[src/rtl/div_unit.sv]
// div_unit: 32-bit iterative restoring divider for signed/unsigned DIV and REM.
// One shift-subtract iteration per clock on operand magnitudes, the sign is
// applied once at the end. Divide-by-zero and signed overflow finish straight
// away without iterating.
module div_unit #(
    parameter int DATA_W = 32
) (
    input  logic              clk_i,
    input  logic              rst_i,
    input  logic              start_i,
    input  logic              flush_i,
    input  logic [1:0]        op_i,
    input  logic [DATA_W-1:0] src1_i,
    input  logic [DATA_W-1:0] src2_i,
    output logic              busy_o,
    output logic              valid_o,
    output logic [DATA_W-1:0] data_o
);

    localparam int                CNT_W     = $clog2(DATA_W);
    localparam logic [CNT_W-1:0]  LAST_ITER = CNT_W'(DATA_W - 1);
    localparam logic [CNT_W-1:0]  CNT_ONE   = CNT_W'(1);
    localparam logic [DATA_W-1:0] ZERO      = '0;
    localparam logic [DATA_W-1:0] ALL_ONES  = '1;
    localparam logic [DATA_W-1:0] MIN_NEG   = {1'b1, {(DATA_W-1){1'b0}}};

    typedef enum logic [1:0] {
        IDLE = 2'd0,
        RUN  = 2'd1,
        DONE = 2'd2
    } state_t;

    state_t state;
    state_t state_next;

    // Iteration state: partial quotient shifts left while the dividend bits
    // shift out of its top into the partial remainder.
    logic [CNT_W-1:0]  iter_cnt;
    logic [DATA_W-1:0] quo_p0;
    logic [DATA_W-1:0] rem_p0;
    logic [DATA_W-1:0] dvs_p0;
    logic              is_rem_p0;
    logic              neg_p0;

    // Decode of the request presented in IDLE.
    logic              is_signed_op;
    logic              div_zero;
    logic              signed_ovf;
    logic              special;
    logic [DATA_W-1:0] special_res;
    logic              neg_in;
    logic              accept;
    logic              finish;

    // One iteration step; the shifted value needs one extra bit because it
    // can reach 2*divisor-1 before the compare.
    logic [DATA_W:0]   shifted;
    logic              fits;
    logic [DATA_W-1:0] diff;
    logic [DATA_W-1:0] rem_step;
    logic [DATA_W-1:0] quo_step;
    logic [DATA_W-1:0] res_mag;

    // Absolute value; the most negative input maps to 2^(DATA_W-1) as an
    // unsigned pattern, so it never overflows.
    function automatic logic [DATA_W-1:0] magnitude(
        input logic [DATA_W-1:0] x,
        input logic              is_signed
    );
        logic signed [DATA_W-1:0] xs;
        xs = $signed(x);
        if (is_signed && x[DATA_W-1]) begin
            return $unsigned(-xs);
        end
        return x;
    endfunction

    // Two's-complement negation when the result must be negative; negating a
    // zero magnitude gives zero again.
    function automatic logic [DATA_W-1:0] apply_sign(
        input logic [DATA_W-1:0] mag,
        input logic              neg
    );
        logic signed [DATA_W-1:0] ms;
        ms = $signed(mag);
        if (neg) begin
            return $unsigned(-ms);
        end
        return mag;
    endfunction

    // Request decode: special cases and the sign of the eventual result.
    always_comb begin
        is_signed_op = ~op_i[0];
        div_zero     = (src2_i == ZERO);
        signed_ovf   = is_signed_op && (src1_i == MIN_NEG) && (src2_i == ALL_ONES);
        special      = div_zero || signed_ovf;
        if (div_zero) begin
            special_res = op_i[1] ? src1_i : ALL_ONES;
        end else begin
            special_res = op_i[1] ? ZERO : MIN_NEG;
        end
        if (op_i[1]) begin
            neg_in = is_signed_op && src1_i[DATA_W-1];
        end else begin
            neg_in = is_signed_op && (src1_i[DATA_W-1] ^ src2_i[DATA_W-1]);
        end
        accept = (state == IDLE) && start_i && !flush_i;
        finish = (state == RUN) && !flush_i && (iter_cnt == LAST_ITER);
    end

    // Restoring shift-subtract step on the current partial remainder.
    always_comb begin
        shifted  = {rem_p0, quo_p0[DATA_W-1]};
        fits     = (shifted >= {1'b0, dvs_p0});
        diff     = shifted[DATA_W-1:0] - dvs_p0;
        rem_step = fits ? diff : shifted[DATA_W-1:0];
        quo_step = {quo_p0[DATA_W-2:0], fits};
        res_mag  = is_rem_p0 ? rem_step : quo_step;
    end

    // State register.
    always_ff @(posedge clk_i or posedge rst_i) begin
        if (rst_i) begin
            state <= IDLE;
        end else begin
            state <= state_next;
        end
    end

    // Next-state logic: flush wins everywhere, start is only seen in IDLE.
    always_comb begin
        state_next = state;
        case (state)
            IDLE: begin
                if (accept) begin
                    state_next = special ? DONE : RUN;
                end
            end
            RUN: begin
                if (flush_i) begin
                    state_next = IDLE;
                end else if (iter_cnt == LAST_ITER) begin
                    state_next = DONE;
                end
            end
            DONE: begin
                state_next = IDLE;
            end
            default: begin
                state_next = IDLE;
            end
        endcase
    end

    // Iteration counter: counts edges spent in RUN, zero everywhere else.
    always_ff @(posedge clk_i or posedge rst_i) begin
        if (rst_i) begin
            iter_cnt <= '0;
        end else if ((state == RUN) && !flush_i) begin
            iter_cnt <= iter_cnt + CNT_ONE;
        end else begin
            iter_cnt <= '0;
        end
    end

    // ---- stage p0: operand capture at acceptance, then one step per RUN edge
    always_ff @(posedge clk_i) begin
        if (accept) begin
            quo_p0    <= magnitude(src1_i, is_signed_op);
            rem_p0    <= ZERO;
            dvs_p0    <= magnitude(src2_i, is_signed_op);
            is_rem_p0 <= op_i[1];
            neg_p0    <= neg_in;
        end else if (state == RUN) begin
            quo_p0    <= quo_step;
            rem_p0    <= rem_step;
        end
    end

    // ---- stage p1: result register, written only on entry to DONE
    always_ff @(posedge clk_i or posedge rst_i) begin
        if (rst_i) begin
            data_o <= ZERO;
        end else if (accept && special) begin
            data_o <= special_res;
        end else if (finish) begin
            data_o <= apply_sign(res_mag, neg_p0);
        end
    end

    assign busy_o  = (state != IDLE);
    assign valid_o = (state == DONE);

endmodule

[config.mk]
export PLATFORM = sky130hd
export DESIGN_NAME = div_unit
export DESIGN_NICKNAME = d
export VERILOG_FILES = /design/src/rtl/div_unit.sv
export SDC_FILE = /design/constraint.sdc
export NUM_CORES = 1
export LEC_CHECK = 0
export BUFFER_PORTS_ARGS = -buffer_cell sky130_fd_sc_hd__buf_2
export CAP_MARGIN = 5
export CELL_PAD_IN_SITES_DETAIL_PLACEMENT = 0
export CELL_PAD_IN_SITES_GLOBAL_PLACEMENT = 2
export CORE_MARGIN = 2
export CORE_UTILIZATION = 36
export CTS_CLUSTER_SIZE = 16
export DETAILED_ROUTE_END_ITERATION = 16
export PLACE_DENSITY_LB_ADDON = 0.1
export RECOVER_POWER = 25
export SYNTH_ARGS = -nofsm -noshare
export SYNTH_HDL_FRONTEND = slang
export SYNTH_SLANG_ARGS = --single-unit
[constraint.sdc]
create_clock -name clk_i -period 5.87 [get_ports clk_i]
set_input_delay 1.4675 -clock clk_i [delete_from_list [all_inputs] [get_ports clk_i]]
set_output_delay 1.4675 -clock clk_i [all_outputs]
set_load 0.1 [all_outputs]
==> results.yml <==
place:
  dp_slack_ns: 0.713
  dp.cells: 1667
  gp_congestion: 0.874
  hpwl_mm: 28.1
  port-buffer-count: 103
timing:
  setup_violations: 0
  worst_slack_ns: 0.726
  rsz0062_at_grt: "false"
  hold_viol_final: 0
  relSlewSlack_pct: -62.1
  finalMaxSlewViolations: 105
  worst_pin_slew_ns: 2.43
  tns_ns: 0
  max_freq_mhz: 194
  fin_crit_ns: 5.14
  finalClockSkew_ns: 0.0165
  final.period_utilization_pct: 87.6
clock_tree:
  clk_latency_ns: 0.44
  numCtsBuffers: 17
  cts_tree: "done"
  hold_buffers: 0
  clkTransAtPathRegs_ns: 0.08
  htree_levels: 4
  clock_path_buffers: 2
  cts-root-buf: "clkbuf_16"
  post_cts_resized: 0
  cts_setup_buffers: 0
  clock_sinks: 137
power:
  power.leakage_nw: 4.84
  cellPowerDensity_nw_per_um2: 388
  finalPower_w: 0.00451
  ir_worst_vdd_mv: 0.178
critical_path:
  crit-reg2reg-launch: "dvs_p0[1]"
  worstRegToRegCells: 14
  cp_data_arrival_time_ns: 5.47
  cp.required_ns: 6.20
  endpoint_kind: "register"
  worstSetupPathType: "reg2reg"
  r2r_setup_slack_ns: 0.73
  startpoint: "dvs_p0[1]"
  critPathMaxFanout: 16
  startpoint_type: "register"
  r2r_end: "data_o[29]"
floorplanning:
  die_x_um: 172
  ios: 104
  core-area_um2: 27800
  num_rows: 61
  die_area_um2: 29600
  chipHeight_um: 172
  initial_core_util_pct: 36.6
logic_synthesis:
  syn_area_um2: 10200
  synth_top_flop_cell: "edfxtp_1"
  ys_ff_latch: 137
  avgSynthCellArea_um2: 8.29
  synth_warnings: 0
  synth_edf_count: 66
  synth.top_cell.area_share_pct: 19.5
  synth_area_leaders: "edfxtp_1 (19%), dfrtp_1 (9.6%), o21ai_0 (6.6%)"
  synthCells: 1227
  synth_top_cell_by_area: "edfxtp_1"
  synth_cell_types: 84
  ys_async_sr_fraction_pct: 28.5
  ys_seq_area_share_pct: 35.4
  syn_nets: 1336
drt:
  drt_iter0_drc: 851
  dr.pass1.iters: 5
  route.detailed.drc: 0
  wl_per_cell_um: 21.3
  antenna_left: 0
  routed_wl_mm: 36.2
  viasPerCell: 5.61
  vias: 9535
finish:
  layout_commonest_cell: "nand2_1"
  drive_above_1_share_pct: 13.4
  area_growth_pct: 14.3
  final_cell_mix: "nand2_1 (139), o21ai_0 (134), buf_2 (95)"
  final_nets: 1417
  antenna_cells: 0
  fin_cells: 1699
outcome:
  violations: "max-capacitance violations, max-slew violations"
  status: "finished with violations"
worst_hold_path:
  holdPathStages: 1
  holdPathEnd: "iter_cnt[0]"
  hp-start: "iter_cnt[0]"
  hold_class: "reg2reg"
grt:
  grt_max_degree: 65
  grt_overflow: 0
  grt_pass1_vias: 9063
  antenna_found_initial: 2
  grt_pass1_wl_mm: 54.3
  track_usage_pct: 24.7
flow_run:
  drv_cap: 2
-- registers in the layout, summed over array words and instances, names as in the netlist --
register / cells
data_o: 32
is_rem_p0: 1
rem_p0: 32
quo_p0: 32
iter_cnt: 5
dvs_p0: 32
state: 2
neg_p0: 1
-- final cells by class --
type	count	area [µm²]
Clock inverter	12	124
Inverter	61	229
Fill cell	2904	16200
Sequential cell	137	3600
Clock buffer	20	479
Multi-Input combinational cell	967	6080
Tap cell	378	473
Timing Repair Buffer	124	648
-- worst max-delay path: stages, from the launching register on --
cell	delay [ns]
edfxtp_1	0.42
inv_1	0.08
ha_1	0.23
nor2b_1	0.15
o2111ai_1	0.39
a21oi_2	0.13
o311ai_1	0.81
nand2_2	0.46
nand2_1	0.38
o21ai_0	0.24
nor4b_2	0.60
nand4b_1	0.31
nor4_1	0.52
mux2i_1	0.24
nand3_1	0.08
-- cells by family after synthesis --
family / after synthesis / share of synthesized area, %
AND/OR/NAND/NOR: 413 / 19.9
AO/OA/AOI/OAI: 390 / 24.0
flip-flops: 137 / 35.4
buffers and inverters: 123 / 4.99
XOR/XNOR: 111 / 9.55
adder cells (fa/ha/maj): 39 / 4.87
multiplexers: 14 / 1.40
-- layer usage --
layer | share of wire [%] | up-vias | GRT usage (%)
met5 | 0 | - | 0
met4 | 2.2 | 0 | 7.60
met3 | 3.9 | 47 | 3.85
met2 | 47 | 253 | 39.6
met1 | 47 | 4606 | 34.4
li1 | - | 4629 | -
-- power breakdown --
part           switching, W  internal, W  leakage [nW]
Clock              0.000500     0.000648         0.295
Sequential         0.000154      0.00117          1.44
Combinational       0.00131     0.000728          3.10
-- worst max-delay path by stage --
| stage | to |
|---|---|
| 5_1_grt | data_o[29] |
| 6_report | data_o[29] |
| 3_5_place_dp | data_o[29] |
| 3_3_place_gp | data_o[29] |
| 4_1_cts | data_o[29] |
| 2_1_floorplan | data_o[24] |
-- synthesized netlist by cell type (16+ instances only) --
master and number:
dfrtp_1 39, edfxtp_1 66, nand4_1 22, o21ai_0 134, inv_1 60, a31oi_1 23
nor2_1 92, a21o_1 16, a21oi_1 90, nor2b_1 25, xor2_1 50, o211ai_1 17
clkbuf_1 46, nand2_1 140, nand3_1 22, nor3_1 29, dfxtp_1 32, xnor2_1 61
ha_1 38
-- metrics by stage --
stage	area [µm²]	hold slack [ns]	utilization, %
5_1_grt	11600	0.481	41.9
6_report	11600	0.471	41.9
3_3_place_gp	11100	0.464	39.8
3_5_place_dp	11100	0.465	39.8
4_1_cts	11700	0.475	41.9
2_1_floorplan	10200	0.436	-
Power figures use the tool's default switching activity.
